[config.mk]
export PLATFORM = sky130hd
export DESIGN_NAME = seg_hazard_unit
export DESIGN_NICKNAME = d
export VERILOG_FILES = /design/src/rtl/seg_pipe_pkg.sv /design/src/rtl/seg_forwarding_unit.sv /design/src/rtl/seg_hazard_unit.sv
export SDC_FILE = /design/constraint.sdc
export NUM_CORES = 1
export LEC_CHECK = 0
export ABC_AREA = 1
export BUFFER_PORTS_ARGS = -buffer_cell sky130_fd_sc_hd__buf_2
export CORE_UTILIZATION = 45
export CTS_CLUSTER_SIZE = 8
export DETAILED_ROUTE_END_ITERATION = 8
export MAX_ROUTING_LAYER = met4
export PLACE_DENSITY = 0.7
export SLEW_MARGIN = 25
export SYNTH_ARGS = -nofsm -noshare
export SYNTH_HDL_FRONTEND = slang
export SYNTH_SLANG_ARGS = --single-unit
[constraint.sdc]
create_clock -name i_clk -period 2.2 [get_ports i_clk]
set_clock_uncertainty 0.15 [all_clocks]
set_input_delay 0.11 -clock i_clk [delete_from_list [all_inputs] [get_ports i_clk]]
set_output_delay 0.11 -clock i_clk [all_outputs]
set_load 0.1 [all_outputs]
[src/rtl/seg_pipe_pkg.sv]
// Shared types for the pipeline hazard/debug controller.
//   fwd_sel_e    : execute-stage operand source codes
//   pipe_state_e : run / single-step / halt-drain sequencer states
//   hazard_ctl_t : bundle of pipeline-register enables, flushes and PC select
package seg_pipe_pkg;

    localparam int unsigned DRAIN_CYCLES_DEF = 3;

    typedef enum logic [1:0] {
        FWD_REG = 2'b00,
        FWD_MEM = 2'b01,
        FWD_WB  = 2'b10
    } fwd_sel_e;

    typedef enum logic [2:0] {
        ST_RUN       = 3'd0,
        ST_STEP_WAIT = 3'd1,
        ST_STEP_EXEC = 3'd2,
        ST_DRAIN     = 3'd3,
        ST_HALTED    = 3'd4
    } pipe_state_e;

    typedef struct packed {
        logic pc_write;
        logic if_id_write;
        logic id_ex_bubble;
        logic flush_if_id;
        logic flush_id_ex;
        logic flush_ex_mem;
        logic pc_src;
    } hazard_ctl_t;

endpackage

[src/rtl/seg_forwarding_unit.sv]
// Forwarding select for one ID source operand.
//   i_src                      : source register read in ID
//   i_ex_write_reg/_reg_write  : producer one stage ahead (result lands in MEM)
//   i_mem_write_reg/_reg_write : producer two stages ahead (result lands in WB)
//   o_fwd_c                    : combinational select, youngest producer wins
module seg_forwarding_unit
    import seg_pipe_pkg::*;
#(
    parameter int unsigned NB_ADDR = 5,
    parameter int unsigned NB_FWD  = 2
) (
    input  logic [NB_ADDR-1:0] i_src,
    input  logic [NB_ADDR-1:0] i_ex_write_reg,
    input  logic               i_ex_reg_write,
    input  logic [NB_ADDR-1:0] i_mem_write_reg,
    input  logic               i_mem_reg_write,
    output logic [NB_FWD-1:0]  o_fwd_c
);

    // $0 is hardwired zero and is never forwarded
    always_comb begin
        o_fwd_c = NB_FWD'(FWD_REG);
        if ((|i_src) && i_ex_reg_write && (i_src == i_ex_write_reg)) begin
            o_fwd_c = NB_FWD'(FWD_MEM);
        end else if ((|i_src) && i_mem_reg_write && (i_src == i_mem_write_reg)) begin
            o_fwd_c = NB_FWD'(FWD_WB);
        end
    end

endmodule

[src/rtl/seg_hazard_unit.sv]
// Pipeline controller for the five-stage core.
//   Inputs : ID operands, EX/MEM destinations and write/read flags, jump,
//            taken branch, halt decode, debug step mode and step request.
//   Outputs: registered EX forwarding selects, combinational PC/IF-ID/ID-EX
//            enables, bubble and flushes, global advance enable, halted flag,
//            count of advancing cycles.
module seg_hazard_unit
    import seg_pipe_pkg::*;
#(
    parameter int unsigned NB_ADDR      = 5,
    parameter int unsigned NB_FWD       = 2,
    parameter int unsigned NB_CNT       = 32,
    parameter int unsigned DRAIN_CYCLES = DRAIN_CYCLES_DEF
) (
    input  logic               i_clk,
    input  logic               i_rst,
    input  logic [NB_ADDR-1:0] i_id_rs,
    input  logic [NB_ADDR-1:0] i_id_rt,
    input  logic [NB_ADDR-1:0] i_ex_write_reg,
    input  logic               i_ex_reg_write,
    input  logic               i_ex_mem_read,
    input  logic [NB_ADDR-1:0] i_mem_write_reg,
    input  logic               i_mem_reg_write,
    input  logic               i_id_jump,
    input  logic               i_mem_branch_taken,
    input  logic               i_id_halt,
    input  logic               i_step_mode,
    input  logic               i_step,
    output logic [NB_FWD-1:0]  o_fwd_a,
    output logic [NB_FWD-1:0]  o_fwd_b,
    output logic               o_pc_write,
    output logic               o_if_id_write,
    output logic               o_id_ex_bubble,
    output logic               o_flush_if_id,
    output logic               o_flush_id_ex,
    output logic               o_flush_ex_mem,
    output logic               o_pc_src,
    output logic               o_pipe_en,
    output logic               o_halted,
    output logic [NB_CNT-1:0]  o_cycle_count
);

    localparam int unsigned NB_DRAIN = (DRAIN_CYCLES > 1) ? $clog2(DRAIN_CYCLES) : 1;

    pipe_state_e          state_q;
    pipe_state_e          state_d;
    logic                 pipe_en;
    logic                 halted;
    logic                 step_prev_q;
    logic                 step_go_q;
    logic                 step_rise;
    logic [NB_DRAIN-1:0]  drain_cnt_q;
    logic                 drain_last;
    logic [NB_CNT-1:0]    cycle_cnt_q;
    logic [NB_FWD-1:0]    fwd_a_c;
    logic [NB_FWD-1:0]    fwd_b_c;
    logic [NB_FWD-1:0]    fwd_a_q;
    logic [NB_FWD-1:0]    fwd_b_q;
    logic                 load_use;
    hazard_ctl_t          haz;

    assign step_rise  = i_step & ~step_prev_q;
    assign drain_last = (drain_cnt_q == NB_DRAIN'(DRAIN_CYCLES - 1));

    // Operand forwarding compare, one per ID source
    seg_forwarding_unit #(
        .NB_ADDR (NB_ADDR),
        .NB_FWD  (NB_FWD)
    ) u_fwd_a (
        .i_src           (i_id_rs),
        .i_ex_write_reg  (i_ex_write_reg),
        .i_ex_reg_write  (i_ex_reg_write),
        .i_mem_write_reg (i_mem_write_reg),
        .i_mem_reg_write (i_mem_reg_write),
        .o_fwd_c         (fwd_a_c)
    );

    seg_forwarding_unit #(
        .NB_ADDR (NB_ADDR),
        .NB_FWD  (NB_FWD)
    ) u_fwd_b (
        .i_src           (i_id_rt),
        .i_ex_write_reg  (i_ex_write_reg),
        .i_ex_reg_write  (i_ex_reg_write),
        .i_mem_write_reg (i_mem_write_reg),
        .i_mem_reg_write (i_mem_reg_write),
        .o_fwd_c         (fwd_b_c)
    );

    // Sequencer state register
    always_ff @(posedge i_clk) begin
        if (!i_rst) begin
            state_q <= ST_RUN;
        end else begin
            state_q <= state_d;
        end
    end

    // Sequencer next state and advance enable
    always_comb begin
        state_d = state_q;
        pipe_en = 1'b0;
        halted  = 1'b0;
        case (state_q)
            ST_RUN: begin
                pipe_en = 1'b1;
                if (i_id_halt) begin
                    state_d = ST_DRAIN;
                end else if (i_step_mode) begin
                    state_d = ST_STEP_WAIT;
                end
            end
            ST_STEP_WAIT: begin
                if (!i_step_mode) begin
                    state_d = ST_RUN;
                end else if (step_rise) begin
                    state_d = ST_STEP_EXEC;
                end
            end
            ST_STEP_EXEC: begin
                pipe_en = 1'b1;
                state_d = i_id_halt ? ST_DRAIN : ST_STEP_WAIT;
            end
            ST_DRAIN: begin
                // In step mode the drain only advances on a granted step
                pipe_en = i_step_mode ? step_go_q : 1'b1;
                if (pipe_en && drain_last) begin
                    state_d = ST_HALTED;
                end
            end
            ST_HALTED: begin
                halted = 1'b1;
            end
            default: begin
                state_d = ST_RUN;
            end
        endcase
        // Outputs stay quiet while reset is held
        if (!i_rst) begin
            pipe_en = 1'b0;
            halted  = 1'b0;
        end
    end

    // Hazard resolution: branch > load-use stall > jump, all gated by advance
    always_comb begin
        haz      = '0;
        load_use = i_ex_mem_read && (|i_ex_write_reg) &&
                   ((i_ex_write_reg == i_id_rs) || (i_ex_write_reg == i_id_rt));
        if (pipe_en) begin
            if (state_q == ST_DRAIN) begin
                haz.flush_if_id = 1'b1;
            end else if (i_mem_branch_taken) begin
                haz.pc_write     = 1'b1;
                haz.if_id_write  = 1'b1;
                haz.flush_if_id  = 1'b1;
                haz.flush_id_ex  = 1'b1;
                haz.flush_ex_mem = 1'b1;
                haz.pc_src       = 1'b1;
            end else if (load_use) begin
                haz.id_ex_bubble = 1'b1;
            end else begin
                haz.pc_write    = 1'b1;
                haz.if_id_write = 1'b1;
                haz.flush_if_id = i_id_jump;
            end
        end
    end

    // Step request edge detect; step_go_q grants one drain cycle in step mode
    always_ff @(posedge i_clk) begin
        if (!i_rst) begin
            step_prev_q <= 1'b0;
            step_go_q   <= 1'b0;
        end else begin
            step_prev_q <= i_step;
            step_go_q   <= step_rise;
        end
    end

    // Enabled cycles spent draining
    always_ff @(posedge i_clk) begin
        if (!i_rst || (state_q != ST_DRAIN)) begin
            drain_cnt_q <= '0;
        end else if (pipe_en) begin
            drain_cnt_q <= drain_cnt_q + NB_DRAIN'(1);
        end
    end

    // Advancing-cycle counter, wraps naturally
    always_ff @(posedge i_clk) begin
        if (!i_rst) begin
            cycle_cnt_q <= '0;
        end else if (pipe_en) begin
            cycle_cnt_q <= cycle_cnt_q + NB_CNT'(1);
        end
    end

    // Forward selects load with ID/EX; a bubble carries no operands
    always_ff @(posedge i_clk) begin
        if (!i_rst) begin
            fwd_a_q <= NB_FWD'(FWD_REG);
            fwd_b_q <= NB_FWD'(FWD_REG);
        end else if (pipe_en) begin
            fwd_a_q <= haz.id_ex_bubble ? NB_FWD'(FWD_REG) : fwd_a_c;
            fwd_b_q <= haz.id_ex_bubble ? NB_FWD'(FWD_REG) : fwd_b_c;
        end
    end

    assign o_fwd_a        = fwd_a_q;
    assign o_fwd_b        = fwd_b_q;
    assign o_pc_write     = haz.pc_write;
    assign o_if_id_write  = haz.if_id_write;
    assign o_id_ex_bubble = haz.id_ex_bubble;
    assign o_flush_if_id  = haz.flush_if_id;
    assign o_flush_id_ex  = haz.flush_id_ex;
    assign o_flush_ex_mem = haz.flush_ex_mem;
    assign o_pc_src       = haz.pc_src;
    assign o_pipe_en      = pipe_en;
    assign o_halted       = halted;
    assign o_cycle_count  = cycle_cnt_q;

endmodule

* Word level (Yosys, flattened, before mapping)
Index checks and enable logic that the tools add are counted.
Word-level totals: register bits 43, logic and storage cells 76, output and inout bits 45, bits of input ports 30
Operators by class: reductions and logical operators 20, bitwise gates (word level) 3, eq/ne operators 15, add/subtract/negate cells 2, muxes and demuxes 29
Operator list (count):
- 32-bit by 1-bit adder with 32-bit output (second input constant) | 1
- 5-bit == test | 6
- 3-bit 2-to-1 mux | 8
- 2-bit 2-to-1 mux | 9
- 3-bit case mux with 5 select lines | 1
- 5-bit OR reduction | 3
- 1-bit logical AND | 11
- 1-bit 2-to-1 mux | 9
- 7-bit 2-to-1 mux | 1
- 3-bit by 2-bit == test with 1-bit output (second input constant) | 2
- 3-bit inequality test (second input constant) | 2
- 4-bit AND reduction | 1
- 3-bit by 1-bit == test with 1-bit output (second input constant) | 1
- 3-bit == test (second input constant) | 1
- 3-bit logical NOT | 1
- 3-bit by 2-bit inequality test with 1-bit output (second input constant) | 1
- 2-bit by 1-bit adder with 2-bit output (second input constant) | 1
- 2-bit == test (second input constant) | 1
- 1-bit logical OR | 2
- 2-bit inequality test (second input constant) | 1
- 1-bit NOT | 2
- 1-bit case mux with 2 select lines | 1
- 2-bit OR reduction | 1
- 1-bit AND | 1
- 1-bit logical NOT | 1

* Depth between registers and ports, before layout
depth in word-level cells 8, gate-level depth with buffers 12, depth with buffers taken out 11

* Modules after synthesis
Synthesis repeated with hierarchy kept, for this count alone.
Unflattened totals: cell total of the unflattened synthesis 581, area, all modules 3229.3 um^2
Modules (own cells, without submodules):
- seg_hazard_unit | area an instance 2753.9 um^2, cells each 459, seq. area each 860.8 um^2, instances 1
- seg_forwarding_unit | area an instance 237.7 um^2, cells each 61, seq. area each 0.0 um^2, instances 2

* Worst setup path after synthesis
Ideal clock, no wire load.
path kind reg-to-output, start point register state_q[0], end point output o_flush_id_ex, data required time 1940 ps, cell stages (with the launch flop) 10, path buffers 3, slack -1824 ps, arrival 3764 ps, cells stage by stage dfxtp_1 -> nand3_2 -> nor2_4 -> nand2_1 -> nand2_2 -> buf_6 -> inv_4 -> buf_4 -> nor3_1 -> buf_4
Between the ends: word-level cells in the longest chain between the ends 5, elaborated cells on any way between the ends 8, classes of those cells eq/ne: 2; mux: 4; reduce/logical: 2
RTL lines:
- from (decl) | RTL line seg_hazard_unit.sv:45 | pipe_state_e state_q;
- from (signal assigned) | RTL line seg_hazard_unit.sv:95 | state_q <= state_d;
- 3-bit by 2-bit == test with 1-bit output or 3-bit logical NOT (tied branches) | RTL line seg_hazard_unit.sv:104 | case (state_q)
- 2-bit OR reduction (no line)
- 1-bit case mux with 2 select lines | RTL line seg_hazard_unit.sv:104
- 1-bit 2-to-1 mux | RTL line seg_hazard_unit.sv:139 | if (!i_rst) begin
- 7-bit 2-to-1 mux * | RTL line seg_hazard_unit.sv:150 | if (pipe_en) begin
- to (decl) | RTL line seg_hazard_unit.sv:35 | output logic o_flush_id_ex,
Every way passes the cells marked *; elsewhere a longest branch is shown, timed or not.

* Worst setup path after layout
start point register state_q[2], end point output o_flush_id_ex
The elaborated chain is that of the path after synthesis.

==> flow_summary.yaml <==
grt:
  grt_pass1_vias: 2622
  track_usage_pct: 22.8
  grt.overflow.total: 0
  grt_pass1_wl_um: 11300
  grt_max_degree: 26
  antenna_found_initial: 0
floorplan:
  initial_core_util_pct: 46.9
  num_io_pins: 75
  fp.dieH_um: 80.8
  fp.dieW_um: 80.8
  die_area_um2: 6530
  rows: 28
  core_area_um2: 5960
sta:
  slew_headroom_pct: 66.8
  finalSetupViolCount: 0
  fmax_ghz: 0.477
  rsz0062_at_grt: "yes"
  period_share_pct: 95.3
  worst_pin_slew_ns: 0.502
  slew_violations: 0
  hold_viol_final: 0
  hold_ws_ns: 0.00744
  period_minus_slack_ns: 2.10
detailed_routing:
  ant_nets: 0
  routed_wl_um: 6970
  vias: 2992
  via_per_inst: 4.94
  first_pass_iters: 4
  drtIter0Drc: 118
  wl_per_cell_um: 11.5
  drc: 0
pwr:
  switchingPower_mw: 0.883
  swShare_pct: 40.1
  power_leakage_nw: 1.63
  internal-power_mw: 1.32
  clockPowerShare_pct: 24.9
  pwr-share-comb_pct: 36.9
  peakVddDrop_mv: 0.496
  power.density_nw_per_um2: 639
  pwr-share-seq_pct: 38.2
worst_setup_path:
  worstPathArrival_ns: 1.84
  startpoint_type: "flop"
  r2r_start: "state_q[2]"
  path_max_fanout: 17
  r2r_slack_ns: 0.34
  worstPathRequired_ns: 1.94
  critical_path_class: "reg -> out"
  r2r_end: "o_cycle_count[16]"
  critPathCaptureType: "output pin"
  r2r_cells: 10
cells_and_area:
  final_layout_size_suffix_gt1_share_pct: 22.6
  syn_to_final_growth_pct: 23.3
  num-fill-cells: 615
  instances_no_fill: 606
  n_antenna_cell: 0
  final_common_cell: "nand2_1"
  mostFrequentLayoutCells: "nand2_1 (127), buf_2 (69), nor2_1 (66)"
  nNetsFinal: 562
clock_tree:
  htreeDepth: 2
  cts_buffer_depth: 2
  root_buffer: "clkbuf_8"
  worstSkewPairLatency_ns: 0.30
  cts_made_buffers: 5
  clkTransAtPathRegs_ns: 0.08
  clock_sinks: 43
  cts_tree: "done"
synthesis:
  syn_nets: 486
  ys_warn_count: 0
  synth_top_area_share_pct: 30.8
  synth_seq_cells: 43
  yosys.area.top_type: "dfxtp_1"
  yosys.cell_types.count: 36
  syn_avg_cell_area_um2: 6.15
  netlist_top_cells_area: "dfxtp_1 (31%), nand2_1 (17%), nor2_1 (8.9%)"
  synthCells: 454
  synthesis.area_um2: 2790
  seq_area_frac_synth_pct: 30.8
placed_design:
  place_congestion: 0.935
  dp.cells: 596
  port_buffers: 74
  dp_hpwl_um: 5610
hold_path:
  worstHoldEndpoint: "o_cycle_count[1]"
  min_path_type: "in -> reg"
  hold_start: "i_rst"
  worstHoldPathCells: 3
run:
  max_cap_violations: 0
status:
  status: "complete, no violations"
critical path, cell delays in order, from the launching register on:
cell and delay [ns]:
dfxtp_1 0.33, inv_1 0.08, nand3_2 0.12, nor2_4 0.12, nand2_1 0.07, nand2_2 0.15
inv_4 0.13, nor3_4 0.23, buf_12 0.14, buf_12 0.16
state kept, by name, summed over array words and instances (netlist names):
signal	count
o_cycle_count	32
state_q	3
drain_cnt_q	2
o_fwd_a	2
o_fwd_b	2
step_go_q	1
step_prev_q	1
per-layer routing:
layer,up-vias,global-route usage [%],share of wire [%]
met4,0,6.61,1.4
met3,9,3.71,4.3
met1,1332,29.3,49
met2,63,36.9,45
met5,-,-,0
li1,1588,-,-
logic make-up (layout without fill, tap and decap cells):
| kind of cell | Yosys count | in the layout | share of synthesized area, % |
|---|---|---|---|
| flip-flops | 43 | 43 | 30.8 |
| buffers and inverters | 79 | 156 | 12.0 |
| AND/OR/NAND/NOR | 267 | 267 | 43.1 |
| AO/OA/AOI/OAI | 55 | 55 | 10.7 |
| XOR/XNOR | 8 | 8 | 2.51 |
| adder cells (fa/ha/maj) | 2 | 2 | 0.896 |
layout make-up:
class | instances | area, um^2 | area share [%]
clock buffers | 8 | 100 | 2.90
multi-input cells | 332 | 1610 | 46.8
repair buffers | 80 | 505 | 14.7
flip-flops and latches | 43 | 875 | 25.4
well taps | 75 | 93.8 | 2.72
inverters | 68 | 260 | 7.55
Yosys cell counts, drive strengths merged:
master,count
nand2,129
nor2,74
inv,68
dfxtp,43
a21oi,29
nand3,27
o21ai,18
nand4,14
nor3,11
buf,8
xnor2,6
nand3b,5
nor3b,4
clkbuf,3
o21a,3
and3,2
ha,2
xor2,2
a211oi,1
a21boi,1
o211a,1
o211ai,1
o21bai,1
or2,1
power by group through the flow:
stage / Clock, mW / Sequential (mW) / Combinational, mW
floorplan: 0 / 0.978 / 0.498
global placement: 0 / 0.857 / 0.787
detailed placement: 0 / 0.858 / 0.796
CTS: 0.566 / 0.840 / 0.799
global route: 0.601 / 0.848 / 0.864
finish: 0.549 / 0.842 / 0.812
timing repair:
item | 4_1_cts | 5_1_grt
hold buffers | 1 | 0
resized for setup | 0 | 1
setup endpoints to repair | 0 | 4
endpoints found under the hold margin | 2 | 0
buffers inserted | 0 | 1
worst max path at each step:
stage	from	end	slack [ns]
2_1_floorplan	state_q[0]	o_flush_id_ex	-0.35
3_3_place_gp	state_q[0]	o_cycle_count[24]	0.40
3_5_place_dp	state_q[0]	o_cycle_count[16]	0.34
4_1_cts	state_q[0]	o_flush_id_ex	0.07
5_1_grt	state_q[2]	o_flush_id_ex	-0.03
6_report	state_q[2]	o_flush_id_ex	0.10
through the flow:
step	setup slack (ns)	util (%)	TNS [ns]	power, mW	area [um^2]
4_1_cts	0.0715	57.5	0	2.20	3420
3_5_place_dp	0.343	55.7	0	1.65	3310
5_1_grt	-0.0305	57.9	-0.101	2.31	3450
3_3_place_gp	0.400	55.7	0	1.64	3310
2_1_floorplan	-0.354	-	-0.708	1.48	2820
6_report	0.104	57.9	0	2.20	3450
(Power assumes the default switching activity.)
